===== config.mk =====
export PLATFORM = sky130hd
export DESIGN_NAME = uctl_fifo_rd_unpack_flat
export DESIGN_NICKNAME = d
export VERILOG_FILES = /design/src/rtl/uctl_fifo_rd_unpack_if.sv /design/src/rtl/uctl_fifo_rd_unpack.sv /design/src/flat_wrapper.sv
export SDC_FILE = /design/constraint.sdc
export NUM_CORES = 1
export LEC_CHECK = 0
export ABC_AREA = 1
export ABC_CLOCK_PERIOD_IN_PS = 1880
export BUFFER_PORTS_ARGS = -buffer_cell sky130_fd_sc_hd__buf_2
export CAP_MARGIN = 10
export CELL_PAD_IN_SITES_DETAIL_PLACEMENT = 1
export CELL_PAD_IN_SITES_GLOBAL_PLACEMENT = 2
export CORE_AREA = 2 2 100 102
export CTS_BUF_LIST = sky130_fd_sc_hd__clkbuf_8
export CTS_CLUSTER_SIZE = 10
export DETAILED_ROUTE_END_ITERATION = 10
export DIE_AREA = 0 0 102 104
export PLACE_DENSITY_LB_ADDON = 0.1
export REMOVE_ABC_BUFFERS = 1
export SLEW_MARGIN = 30
export SYNTH_ARGS = -nofsm -noshare
export SYNTH_HDL_FRONTEND = slang
export SYNTH_SLANG_ARGS = --single-unit

===== constraint.sdc =====
create_clock -name clk -period 1.88 [get_ports clk]
set_clock_uncertainty 0.15 [all_clocks]
set_input_delay 0.188 -clock clk [delete_from_list [all_inputs] [get_ports clk]]
set_output_delay 0.188 -clock clk [all_outputs]
set_load 0.02 [all_outputs]

===== src/rtl/uctl_fifo_rd_unpack_if.sv =====
// uctl_fifo_rd_unpack_if: FIFO read port plus
// the outgoing byte stream of the unpacker.
interface uctl_fifo_rd_unpack_if #(
  parameter int FIFO_DATASIZE = 32
);
  logic                     fifo_rdEn;
  logic                     fifo_empty;
  logic [FIFO_DATASIZE-1:0] fifo_dataOut;
  logic [7:0]               byteOut;
  logic                     byteValid;
  logic                     byteReady;
  logic                     byteLast;

  modport master (
    output fifo_rdEn,
    input  fifo_empty,
    input  fifo_dataOut,
    output byteOut,
    output byteValid,
    output byteLast,
    input  byteReady
  );

  modport slave (
    input  fifo_rdEn,
    output fifo_empty,
    output fifo_dataOut,
    input  byteOut,
    input  byteValid,
    input  byteLast,
    output byteReady
  );
endinterface


===== src/rtl/uctl_fifo_rd_unpack.sv =====
// uctl_fifo_rd_unpack: pulls FIFO words and emits
// xferLen bytes LSB first on a valid/ready stream.
module uctl_fifo_rd_unpack #(
  parameter int FIFO_DATASIZE = 32,
  parameter int CNT_WIDTH     = 11
) (
  input  logic                 clk,
  input  logic                 rst_n,
  input  logic                 sw_rst,
  input  logic                 start,
  input  logic [CNT_WIDTH-1:0] xferLen,
  uctl_fifo_rd_unpack_if.master bus,
  output logic [CNT_WIDTH-1:0] bytesLeft,
  output logic                 busy,
  output logic                 done
);

  localparam int BYTES = FIFO_DATASIZE / 8;
  localparam int IDXW  = (BYTES > 1) ? $clog2(BYTES) : 1;
  localparam logic [IDXW-1:0] LAST_IDX = IDXW'(BYTES - 1);

  typedef enum logic [2:0] {
    S_IDLE,
    S_FETCH,
    S_LOAD,
    S_SEND,
    S_DONE
  } state_t;

  state_t                   state_q, state_d;
  logic [FIFO_DATASIZE-1:0] word_q, word_d;
  logic [IDXW-1:0]          idx_q, idx_d;
  logic [CNT_WIDTH-1:0]     left_q, left_d;
  logic                     rd_en;
  logic                     valid;
  logic                     kill;

  assign kill = !rst_n || sw_rst;

  // State and datapath registers; either reset clears everything.
  always_ff @(posedge clk) begin
    if (kill) begin
      state_q <= S_IDLE;
      word_q  <= '0;
      idx_q   <= '0;
      left_q  <= '0;
    end else begin
      state_q <= state_d;
      word_q  <= word_d;
      idx_q   <= idx_d;
      left_q  <= left_d;
    end
  end

  // Next state, FIFO read strobe and byte handshake.
  always_comb begin
    state_d = state_q;
    word_d  = word_q;
    idx_d   = idx_q;
    left_d  = left_q;
    rd_en   = 1'b0;
    valid   = 1'b0;
    unique case (state_q)
      S_IDLE: begin
        if (start) begin
          if (xferLen != '0) begin
            left_d  = xferLen;
            state_d = S_FETCH;
          end else begin
            state_d = S_DONE;
          end
        end
      end
      S_FETCH: begin
        rd_en = !bus.fifo_empty;
        if (!bus.fifo_empty) state_d = S_LOAD;
      end
      S_LOAD: begin
        word_d  = bus.fifo_dataOut;
        idx_d   = '0;
        state_d = S_SEND;
      end
      S_SEND: begin
        valid = 1'b1;
        if (bus.byteReady) begin
          left_d = left_q - CNT_WIDTH'(1);
          if (left_q == CNT_WIDTH'(1)) begin
            state_d = S_DONE;
          end else if (idx_q == LAST_IDX) begin
            // Prefetch the next word while the last byte leaves.
            if (!bus.fifo_empty) begin
              rd_en   = 1'b1;
              state_d = S_LOAD;
            end else begin
              state_d = S_FETCH;
            end
          end else begin
            idx_d = idx_q + IDXW'(1);
          end
        end
      end
      S_DONE: begin
        state_d = S_IDLE;
      end
      default: begin
        state_d = S_IDLE;
      end
    endcase
  end

  assign bus.fifo_rdEn = rd_en;
  assign bus.byteValid = valid;
  assign bus.byteOut   = (state_q == S_SEND) ?
                         word_q[{idx_q, 3'b000} +: 8] : 8'h00;
  assign bus.byteLast  = (state_q == S_SEND) &&
                         (left_q == CNT_WIDTH'(1));
  assign bytesLeft     = left_q;
  assign busy          = (state_q == S_FETCH) ||
                         (state_q == S_LOAD)  ||
                         (state_q == S_SEND);
  assign done          = (state_q == S_DONE);

endmodule


===== src/flat_wrapper.sv =====
// flat-port wrapper written by rule: the top's interface ports become plain ports
module uctl_fifo_rd_unpack_flat 
#(
  parameter int FIFO_DATASIZE = 32,
  parameter int CNT_WIDTH     = 11
)
  (clk, rst_n, sw_rst, start, xferLen, bytesLeft, busy, done, bus_fifo_rdEn, bus_fifo_empty, bus_fifo_dataOut, bus_byteOut, bus_byteValid, bus_byteLast, bus_byteReady);
  uctl_fifo_rd_unpack_if #(.FIFO_DATASIZE(FIFO_DATASIZE)) bus_i ();
  input  logic clk;
  input  logic rst_n;
  input  logic sw_rst;
  input  logic start;
  input  logic [CNT_WIDTH-1:0] xferLen;
  output logic [CNT_WIDTH-1:0] bytesLeft;
  output logic busy;
  output logic done;
  output wire logic [$bits(bus_i.fifo_rdEn)-1:0] bus_fifo_rdEn;
  input wire logic [$bits(bus_i.fifo_empty)-1:0] bus_fifo_empty;
  input wire logic [$bits(bus_i.fifo_dataOut)-1:0] bus_fifo_dataOut;
  output wire logic [$bits(bus_i.byteOut)-1:0] bus_byteOut;
  output wire logic [$bits(bus_i.byteValid)-1:0] bus_byteValid;
  output wire logic [$bits(bus_i.byteLast)-1:0] bus_byteLast;
  input wire logic [$bits(bus_i.byteReady)-1:0] bus_byteReady;
  assign bus_fifo_rdEn = bus_i.fifo_rdEn;
  assign bus_i.fifo_empty = bus_fifo_empty;
  assign bus_i.fifo_dataOut = bus_fifo_dataOut;
  assign bus_byteOut = bus_i.byteOut;
  assign bus_byteValid = bus_i.byteValid;
  assign bus_byteLast = bus_i.byteLast;
  assign bus_i.byteReady = bus_byteReady;
  uctl_fifo_rd_unpack #(.FIFO_DATASIZE(FIFO_DATASIZE), .CNT_WIDTH(CNT_WIDTH)) u_core (.clk(clk), .rst_n(rst_n), .sw_rst(sw_rst), .start(start), .xferLen(xferLen), .bus(bus_i), .bytesLeft(bytesLeft), .busy(busy), .done(done));
endmodule

Word-level counts from Yosys, hierarchy flattened
Cells that the tools add are included. W data, S select, Z words.

Register bits after elaboration: 48. Latch bits: 0. RAM bits: 0. Memory bits (read-only): 0. Bits of input ports: 49. Output and inout bits: 24. Word-level logic and storage cells: 56. Memories: 0.

$add $sub $neg: 2. Multiply operators: 0. Divide/modulo/power cells: 0. Magnitude comparators: 0. Equality and inequality tests: 13. Shifts and indexed selects: 1. Multiplexer cells: 23. Bitwise logic cells: 0. Reduce and logical (&&, ||, !) cells: 13.

Operators with widths (number): $mux W11 (3); $shiftx A32 B6 Y8 (1); $pmux W11 S2 (1); $mux W3 (6); $pmux W3 S4 (1); $reduce_and A4 Y1 (3); $eq A11 B1 Y1 const B (1); $reduce_bool A11 Y1 (1); $sub A11 B1 Y11 const B (1); $ne A2 B2 Y1 const B (5); $mux W2 (4); $mux W8 (1); $eq A3 B2 Y1 const B (2); $mux W1 (5); $pmux W2 S2 (1); $reduce_bool A2 Y1 (2); $eq A3 B1 Y1 const B (1); $eq A3 B3 Y1 const B (1); $logic_not A3 Y1 (1); $logic_or A1 B1 Y1 (3); $ne A3 B1 Y1 const B (1); $add A2 B1 Y2 const B (1); $eq A2 B2 Y1 const B (1); $logic_not A1 Y1 (2); other kinds (3) (3).

Depth between registers and ports, before layout
Gate-level depths: netlist (run 1).

Depth in word-level cells: 5. Gate-level depth with buffers: 10. Mapped depth without buffers: 10.

Worst setup path after synthesis (run 1)
OpenSTA, ideal clock, no wires.

Path kind: reg-to-output. From: reg u_core.left_q[1] (netlist: u_core.bytesLeft[1]). To: out bus_fifo_rdEn. Data arrival time: 1.340 ns. Data required time: 1.542 ns. Path slack: 0.202 ns. Cell stages (with the launch flop): 8. Buffers on the path: 0. Cell sequence: dfxtp_1 inv_1 ha_1 inv_1 nor2_1 nand2_1 nand2_1 o21ai_1.

Word-level cells in the longest chain between the ends: 4.

Ends and longest elaborated chain: start, declared (line uctl_fifo_rd_unpack.sv:33) `logic [CNT_WIDTH-1:0] left_q, left_d;`; start signal, assigned (line uctl_fifo_rd_unpack.sv:51) `left_q <= left_d;`; $eq A11 B1 Y1 (line uctl_fifo_rd_unpack.sv:87) `if (left_q == CNT_WIDTH'(1)) begin`; $mux W1 (line uctl_fifo_rd_unpack.sv:87); $mux W1 (line uctl_fifo_rd_unpack.sv:85) `if (bus.byteReady) begin`; $pmux W1 S2 (line uctl_fifo_rd_unpack.sv:63) `unique case (state_q)`; end, declared (line flat_wrapper.sv:17) `output wire logic [$bits(bus_i.fifo_rdEn)-1:0] bus_fifo_rdEn;`.

No other way between the ends.

Worst setup path in the final report (run 1)
From: reg u_core.state_q[0]. To: out bus_fifo_rdEn.

Word-level cells in the longest chain between the ends: 2. Elaborated cells on any way between the ends: 3. Those cells by class: eq/ne: 2; mux: 1.

Ends and longest elaborated chain: start, declared (line uctl_fifo_rd_unpack.sv:30) `state_t state_q, state_d;`; start signal, assigned (line uctl_fifo_rd_unpack.sv:48) `state_q <= state_d;`; $eq A3 B2 Y1 or $eq A3 B1 Y1 (tied branches) (line uctl_fifo_rd_unpack.sv:63); $pmux W1 S2 (*) (line uctl_fifo_rd_unpack.sv:63).

Every way passes the cells marked *; elsewhere a longest branch is shown, timed or not.

==> impl_metrics.yaml, run 1 <==
run_status:
  status: "finished clean"
worst_setup_path:
  slowest_stage: "dfxtp_4"
  crit_arrival_ns: 1.46
  r2r_start: "u_core.bytesLeft[1]$_SDFFE_PP0P_"
  startpoint: "u_core.state_q[0]$_SDFFE_PP0P_"
  critPathMaxFanout: 12
  critPathCapture: "bus_fifo_rdEn"
  path_common_cell: "nor2_4"
  critPathLaunchType: "flop"
  r2r-end: "u_core.state_q[1]$_SDFFE_PP0P_"
  path_class: "reg -> out"
  crit_family: "simple AND/OR/NAND/NOR gates"
  worst_ep_required_time_ns: 1.54
  path_cells: "nand2_2, nor2_4, inv_8, nor2_4, nand2_1, o21ai_1, buf_4"
  reg2reg_slack_ns: 0.20
  end_kind: "output pin"
  worst_path_largest_cell_delay_ns: 0.36
  cp_num_cells: 7
  r2r_cells: 11
  worst-path-buf-inv: 2
clock_tree:
  cts_buffer_depth: 2
  cts_buffers: 5
  cts.clk_slew.worst_paths_ns: 0.10
  cts_sinks: 48
  h-tree-depth: 2
  cts_tree: "done"
  clkLatencyLatePin_ns: 0.31
  ctsRootBufferMaster: "clkbuf_8"
finish:
  layout-drive-gt1-share_pct: 28.5
  fin_area_um2: 3640
  syn_to_final_growth_pct: 40.1
  nets: 552
  final_util_pct: 38.1
  n_antenna_cell: 0
yosys:
  yosysMostFrequentCell: "nand2_1"
  netlist_instances: 394
  async_reset_ff_share_pct: 0
  synth.avg_cell_area_um2: 6.59
  yosysUniqueCellTypes: 28
  synthTopCellsByCount: "78 x nand2_1, 72 x a21oi_1, 48 x dfxtp_1"
  synth_warnings: 0
  synth_seq_cells: 48
  yosysSeqAreaShare_pct: 37.0
  synthTopCellsByArea: "dfxtp_1 37%, a21oi_1 14%, nand2_1 11%, inv_1 5.9%, nand3_1 5.6%"
  synth_ff_type: "dfxtp_1"
  syn_area_um2: 2600
  yosysTopAreaCellShare_pct: 37.0
  synth_edf_count: 0
  yosysTopAreaCell: "dfxtp_1"
detailed_routing:
  ant_nets: 0
  vias_per_cell: 4.62
  num_vias: 2926
  wl_per_cell_um: 14.2
  drt-initial-drc-count: 83
  wl_um: 9030
  remaining_drc_errors: 0
  firstDrtPassIters: 4
floorplan:
  die_x_um: 102
  die_h_um: 104
  die_area_um2: 10600
  coreArea_um2: 9550
  io_pins: 73
  rows: 36
  start_util_pct: 27.2
grt:
  grt-busiest-layer: "met2"
  gr-usage-met3_pct: 2.76
  use_met2_pct: 28.2
  grt_pass1_vias: 3033
  grt_max_degree: 49
  grt_pass1_wl_um: 15100
  track_usage_pct: 17.9
  grt_antenna_before_repair: 0
  grt.met1_usage_pct: 25.8
  grt_overflow: 0
job:
  maxCapViolations: 0
power:
  max-vdd-ir-drop_mv: 0.310
  powerDensity_nw_per_um2: 629
  p_leak_nw: 1.53
timing:
  setup_viol: 0
  slew_headroom_pct: 77.5
  fin_hold_ws_ns: 0.00692
  clock.fmax_ghz: 0.557
  worst_pin_slew_ns: 0.337
  hold_viol: 0
  period_needed_ns: 1.79
  period_share_pct: 95.4
  slew_violations: 0
worst_hold_path:
  hp-class: "in -> reg"
placement:
  gp_congestion: 0.774
  hpwl_um: 6240
  port_buffers: 72
  dpl_cell_area_um2: 3160
-- cells in the final DEF, fill, tap and decap left out, types with 2 or more instances in the layout --
master / Yosys / final
nand2_1: 78 / 75
xor2_1: 3 / 3
dfxtp_4: 0 / 3
inv_2: 4 / 5
nor2_1: 33 / 26
buf_4: 1 / 23
dfxtp_2: 0 / 5
inv_4: 2 / 3
nand2_2: 5 / 8
mux2i_1: 2 / 2
buf_2: 7 / 68
a21oi_1: 72 / 72
nor2_4: 2 / 4
dfxtp_1: 48 / 40
dlygate4sd3_1: 0 / 24
nor2_2: 3 / 8
nor3_1: 2 / 2
nand3_1: 29 / 29
ha_1: 3 / 2
o21ai_1: 24 / 24
clkbuf_8: 0 / 6
o21ai_0: 18 / 18
inv_1: 41 / 39
-- cells by family (layout without fill, tap and decap cells) --
logic type | after synthesis | count (layout) | share of synthesized area, %
simple gates | 155 | 155 | 26.0
compound gates | 117 | 117 | 23.2
buf+inv | 66 | 173 | 10.5
flops | 48 | 48 | 37.0
fa+ha+maj | 3 | 3 | 1.45
xor+xnor | 3 | 3 | 1.01
mux | 2 | 2 | 0.771
-- worst min path at each step --
stage,cells after the start,endpoint,from,slack [ns]
floorplan,2,u_core.word_q[24]$_SDFFE_PP0N_,bus_fifo_dataOut[24],0.20
finish,3,u_core.word_q[15]$_SDFFE_PP0N_,bus_fifo_dataOut[15],0.007
global placement,2,u_core.word_q[18]$_SDFFE_PP0N_,u_core.word_q[18]$_SDFFE_PP0N_,0.29
global route,3,u_core.word_q[5]$_SDFFE_PP0N_,bus_fifo_dataOut[5],0.003
CTS,3,u_core.word_q[6]$_SDFFE_PP0N_,bus_fifo_dataOut[6],0.003
detailed placement,2,u_core.word_q[21]$_SDFFE_PP0N_,u_core.word_q[21]$_SDFFE_PP0N_,0.30
-- where the power goes --
group          switching (mW)  total (mW)  leakage (nW)  internal (mW)
Sequential             0.0176        1.05         0.393           1.03
Clock                   0.380       0.816        0.0614          0.436
Combinational           0.244       0.422          1.08          0.177
Total                   0.642        2.29          1.53           1.65
-- worst register-to-register path, delay by kind of cell (launching register included) --
kind	cells	cell delay (ns)
AO/OA/AOI/OAI	1	0.11
AND/OR/NAND/NOR	5	0.49
buffers and inverters	4	0.36
flip-flops	1	0.34
adder cells (fa/ha/maj)	1	0.18
-- metal layers --
metal,up-vias,routed length (um)
met3,11,355
met2,58,4200
met4,0,111
li1,1496,-
met1,1361,4360
met5,-,0
-- sequential cells by signal (all words and copies together), names as in the netlist --
signal            cells
u_core.word_q        32
u_core.idx_q          2
u_core.bytesLeft     11
u_core.state_q        3
-- per-stage QoR --
stage          setup slack (ns)  TNS, ns  power, mW  std cells
2_1_floorplan           -0.0918    -2.41       1.28        376
3_3_place_gp              0.180        0       1.44        595
3_5_place_dp              0.140        0       1.44        595
4_1_cts                  0.0335        0       2.32        634
5_1_grt                 -0.0342  -0.0366       2.42        634
6_report                 0.0861        0       2.29        634
-- final cells by class --
cell class / count / area [um^2]
inverters: 48 / 193
well taps: 133 / 166
flip-flops and latches: 48 / 978
clock inverters: 2 / 38.8
fillers: 1254 / 5910
repair inverters: 1 / 6.26
multi-input cells: 280 / 1400
clock buffers: 6 / 82.6
repair buffers: 116 / 773
-- timing repair --
item / 4_1_cts / 5_1_grt
resized for setup: 15 / 18
endpoints found under the setup margin: 10 / 13
setup buffers: 6 / 0
hold endpoints to repair: 24 / 0
pin swaps: 3 / 3
gates cloned: 1 / 0
hold buffers: 24 / 0
Power figures use the tool's default switching activity.
==> run 2: changes to the inputs <==
- PLACE_DENSITY: unset -> 0.83
- PLACE_DENSITY_LB_ADDON: 0.1 -> unset
==> run 2 against run 1 <==
  * Via count decreased by 1.6%
  * Critical path depth decreased by 2
  * Non-clock buffer count fell by 9
  * Cell count down 1.6%
  * Cell area down 2.1%
  * Global-route usage decreased by 1.8 points
  * Hold slack worse by 0.00063 ns
  * Sequential power about the same
  * Register-to-register slack worse by 0.03 ns
  * Routed wire length fell by 5.8%
  * Largest cell class unchanged
==> impl_metrics.yaml, run 2 (synthesis gave the netlist of run 1 again) <==
finish:
  fill_cells: 1247
  largest_reg_flops: 32
  syn_to_final_growth_pct: 37.3
  layout-drive-gt1-share_pct: 27.9
  mostFrequentLayoutCell: "nand2_1"
  multi_input_area_um2: 1400
  regArea_um2: 976
  n_antenna_cell: 0
  regMostFlops: "u_core.word_q"
  layout_common_cells: "76 x nand2_1, 67 x a21oi_1, 63 x buf_2"
  nets: 542
grt:
  grt_overflow: 0
  track_usage_pct: 16.2
  grt_pass1_vias: 2914
  grt_pass1_wl_um: 13900
  grt_max_degree: 50
  grt-busiest-layer: "met2"
  gr-usage-met3_pct: 2.02
  use_met2_pct: 27.3
  grt_antenna_before_repair: 0
  grt.met1_usage_pct: 21.6
worst_setup_path:
  critPathMaxFanout: 8
  worst-path-buf-inv: 2
  critPathLaunchType: "flop"
  worst_ep_required_time_ns: 1.54
  slowest_stage: "dfxtp_4"
  path_class: "reg -> out"
  path_common_cell: "a21oi_1"
  end_kind: "output pin"
  crit_arrival_ns: 1.51
  path_cells: "clkinvlp_4, a21oi_1, o21ai_0, a21oi_1, buf_2"
  worst_path_largest_cell_delay_ns: 0.39
  crit_family: "compound AO/OA/AOI/OAI gates"
timing:
  hold_viol: 0
  setup_ws_ns: 0.0366
  period_share_pct: 98.1
  period_needed_ns: 1.84
  worst_pin_slew_ns: 0.332
  clock.fmax_ghz: 0.542
  slew_violations: 0
  rsz0062_at_grt: "true"
  slew_headroom_pct: 77.8
  setup_viol: 0
placement:
  gp_congestion: 0.750
  hpwl_um: 6110
  port_buffers: 72
  place_ws_ns: 0.139
clock_tree:
  cts_buffer_depth: 2
  cts.clk_slew.worst_paths_ns: 0.09
  ctsRootBufferMaster: "clkbuf_8"
  clkLatencyLatePin_ns: 0.30
  cts_buffers: 5
  h-tree-depth: 2
  cts_sinks: 48
  cts_tree: "done"
floorplan:
  start_util_pct: 27.2
  die_area_um2: 10600
  rows: 36
  die_x_um: 102
  io_pins: 73
  coreArea_um2: 9550
  die_h_um: 104
power:
  powerDensity_nw_per_um2: 630
  comb_power_share_pct: 17.5
  max-vdd-ir-drop_mv: 0.228
  power.internal_mw: 1.63
  power_frac_clock_pct: 35.7
  total_power_mw: 2.24
  p_switching_mw: 0.618
  swShare_pct: 27.5
  seqPwrFrac_pct: 46.8
  p_leak_nw: 1.49
detailed_routing:
  vias_per_cell: 4.61
  ant_nets: 0
  num_vias: 2879
  firstDrtPassIters: 4
  wl_per_cell_um: 13.6
  wl_um: 8500
  remaining_drc_errors: 0
  drt-initial-drc-count: 78
worst_hold_path:
  hp-class: "in -> reg"
job:
  maxCapViolations: 0
run_status:
  status: "finished clean"
run 2: cell types whose count changed in the layout (fill, tap and decap cells not counted), sizes merged:
cell and delta:
inv -2, dlygate4sd3 -7, clkinvlp +1, buf -2
run 2: power by group through the flow:
stage / Sequential, mW / Clock [mW] / Combinational (mW)
after global placement: 1.08 / 0 / 0.347
after CTS: 1.05 / 0.830 / 0.388
after detailed placement: 1.08 / 0 / 0.354
after floorplan: 1.09 / 0 / 0.194
final: 1.05 / 0.801 / 0.393
after global routing: 1.05 / 0.873 / 0.439
run 2: final timing paths:
path                                    start                              to  slack, ns  depth (start not counted)
min reg2reg     u_core.word_q[9]$_SDFFE_PP0N_   u_core.word_q[9]$_SDFFE_PP0N_       0.31                          2
max reg2reg  u_core.bytesLeft[4]$_SDFFE_PP0P_  u_core.state_q[0]$_SDFFE_PP0P_       0.17                         10
min                       bus_fifo_dataOut[0]   u_core.word_q[0]$_SDFFE_PP0N_      0.006                          3
max              u_core.idx_q[1]$_SDFFE_PP0P_                  bus_byteOut[3]       0.04                          5
run 2: layout make-up:
type | count | area share (%)
clock inverters | 2 | 1.09
well taps | 133 | 4.67
flip-flops and latches | 48 | 27.4
clock buffers | 6 | 2.32
inverters | 48 | 5.44
repair buffers | 107 | 19.9
multi-input cells | 280 | 39.2
run 2: tightest hold or removal path, cell delays in order:
cell and delay (ns):
buf_2 0.10, nand3_1 0.07, a21oi_1 0.06
run 2: timing repair:
action / CTS / global route
buffers inserted: 5 / 1
hold endpoints to repair: 15 / 2
pin swaps: 2 / 4
gates resized for setup: 18 / 19
endpoints found under the setup margin: 10 / 10
hold buffers: 15 / 2
run 2: per-stage QoR:
stage / cells / hold WS (ns) / util (%) / instance area [um^2] / TNS (ns)
after floorplan: 376 / 0.203 / - / 2510 / -2.41
after global placement: 593 / 0.291 / 32.9 / 3140 / 0
after detailed placement: 593 / 0.296 / 32.9 / 3140 / 0
after CTS: 621 / 0.000754 / 36.5 / 3490 / 0
after global routing: 624 / 0.00867 / 37.3 / 3560 / -0.388
final: 624 / 0.00629 / 37.3 / 3560 / 0
run 2: routing by layer:
metal	vias to the layer above	wire length [um]
met4	0	78
met2	43	4190
met1	1359	3980
met5	-	0
li1	1468	-
met3	9	249
==> run 3: changes to the inputs <==
- ABC_CLOCK_PERIOD_IN_PS: 1880 -> 1940
- CORE_AREA: 2 2 100 102 -> 2 2 102 104
- CTS_BUF_LIST: sky130_fd_sc_hd__clkbuf_8 -> unset
- DIE_AREA: 0 0 102 104 -> 0 0 104 106
- PLACE_DENSITY: 0.83 -> 0.81
- clock period: 1.88 -> 1.94 ns (I/O delays scaled with it)
==> run 3 against run 2 <==
  * First-iteration DRC count down 2.6%
  * Utilization down 3.6 points
  * Power shrank 12%
  * Non-clock buffer count shrank 12
  * Flip-flop and latch count did not move
  * Largest power group unchanged
  * Cell area shrank 5.4%
  * Register-to-register slack better by 0.04 ns
  * Routed wire length decreased by 1.6%
  * Critical endpoint is now bus_fifo_rdEn
  * Cell count shrank 1.4%
  * Clock-buffer cell count fell by 1
  * Sequential power is essentially flat
  * Via count decreased by 2.3%
==> impl_metrics.yaml, run 3 (synthesis gave the netlist of run 1 again) <==
run_status:
  status: "finished clean"
worst_setup_path:
  worst_ep_required_time_ns: 1.60
  end_kind: "output pin"
  slowest_stage: "dfxtp_4"
  path_cells: "nand2_2, nor2_4, inv_8, nor2_2, nand2_1, o21ai_2, buf_4"
  critPathLaunchType: "flop"
  path_class: "reg -> out"
  crit_arrival_ns: 1.49
  reg2reg_slack_ns: 0.21
  worst-path-buf-inv: 2
  critPathMaxFanout: 14
  crit_family: "simple AND/OR/NAND/NOR gates"
  worst_path_largest_cell_delay_ns: 0.38
timing:
  setup_ws_ns: 0.107
  worst_pin_slew_ns: 0.323
  period_needed_ns: 1.83
  rsz0062_at_grt: "false"
  fin_hold_ws_ns: 0.0107
  clock.fmax_ghz: 0.546
  slew_headroom_pct: 78.2
  hold_viol: 0
  setup_tns_ns: 0
  period_share_pct: 94.5
  slew_violations: 0
  setup_viol: 0
power:
  max-vdd-ir-drop_mv: 0.289
  seqPwrFrac_pct: 51.9
  p_switching_mw: 0.582
  powerDensity_nw_per_um2: 583
  total_power_mw: 1.97
  comb_power_share_pct: 18.2
  power.internal_mw: 1.39
  p_leak_nw: 1.42
  swShare_pct: 29.6
  power_frac_clock_pct: 29.9
clock_tree:
  ctsRootBufferMaster: "clkbuf_8"
  cts_sinks: 48
  cts.clk_slew.worst_paths_ns: 0.09
  cts_buffers: 5
  cts_tree: "done"
  cts_buffer_depth: 2
  h-tree-depth: 2
  clkLatencyLatePin_ns: 0.30
finish:
  syn_to_final_growth_pct: 29.9
  mostFrequentLayoutCell: "nand2_1"
  largest_reg_flops: 32
  nets: 531
  finalNonFillerCells: 615
  layout-drive-gt1-share_pct: 28.0
  regMostFlops: "u_core.word_q"
  layout_common_cells: "76 x nand2_1, 72 x a21oi_1, 70 x buf_2"
  n_antenna_cell: 0
grt:
  grt_max_degree: 37
  grt_pass1_vias: 2805
  grt_overflow: 0
  grt_pass1_wl_um: 13600
  grt_antenna_before_repair: 0
  track_usage_pct: 15.1
detailed_routing:
  remaining_drc_errors: 0
  wl_um: 8370
  drt-initial-drc-count: 76
  vias_per_cell: 4.57
  ant_nets: 0
  wl_per_cell_um: 13.6
  firstDrtPassIters: 4
  num_vias: 2812
placement:
  place_ws_ns: 0.128
  port_buffers: 72
  gp_congestion: 0.768
  dp.cells: 593
  hpwl_um: 6090
worst_hold_path:
  hp-class: "in -> reg"
floorplan:
  die_x_um: 104
  rows: 37
  coreArea_um2: 10000
  die_area_um2: 11000
  io_pins: 73
  start_util_pct: 26.0
  die_h_um: 106
job:
  maxCapViolations: 0
[run 3: timing repair]
action	in CTS	in global routing
hold buffers	5	1
buffers inserted	2	6
pin swaps	1	2
setup endpoints to repair	10	10
gates resized for setup	10	14
cloned	1	0
hold endpoints to repair	5	1
[run 3: power groups by stage]
stage / registers, mW / clock network (mW) / logic [mW]
floorplan: 1.05 / 0 / 0.188
finish: 1.02 / 0.588 / 0.358
detailed placement: 1.05 / 0 / 0.336
CTS: 1.02 / 0.619 / 0.348
global route: 1.03 / 0.654 / 0.405
global placement: 1.04 / 0 / 0.330
[run 3: final cells by class]
class                           count  area, um^2
Fill cell                        1334        6630
Multi-Input combinational cell    280        1380
Sequential cell                    48         977
Timing Repair Buffer               95         566
Inverter                           48         193
Tap cell                          136         170
Clock buffer                        5        68.8
Clock inverter                      2        12.5
Timing Repair inverter              1        6.26
[run 3: worst register-to-register path, delay by kind of cell (launching register included)]
kind | cells | cell delay, ns
and+or+nand+nor | 3 | 0.54
AOI/OAI and AO/OA | 2 | 0.46
DFF | 1 | 0.37
buffers and inverters | 1 | 0.14
[run 3: per-layer routing]
| metal | GRT usage [%] | share of wire, % | up-vias |
|---|---|---|---|
| met5 | 0 | 0 | - |
| met2 | 26.5 | 48 | 43 |
| li1 | - | - | 1446 |
| met3 | 2.02 | 2.6 | 7 |
| met1 | 19.7 | 48 | 1316 |
| met4 | 3.47 | 1.1 | 0 |
[run 3: path summary, 6_finish.rpt]
check,from,endpoint,cells after the start
worst min register to register,u_core.word_q[23]$_SDFFE_PP0N_,u_core.word_q[23]$_SDFFE_PP0N_,2
worst max-delay path,u_core.state_q[1]$_SDFFE_PP0P_,bus_fifo_rdEn,7
worst max register to register,u_core.state_q[0]$_SDFFE_PP0P_,u_core.bytesLeft[2]$_SDFFE_PP0P_,6
worst min-delay path,bus_fifo_dataOut[16],u_core.word_q[16]$_SDFFE_PP0N_,3
[run 3: stage by stage]
stage | area (um^2) | utilization (%)
global route | 3370 | 33.7
floorplan | 2510 | -
finish | 3370 | 33.7
detailed placement | 3120 | 31.2
global placement | 3120 | 31.2
CTS | 3290 | 32.9
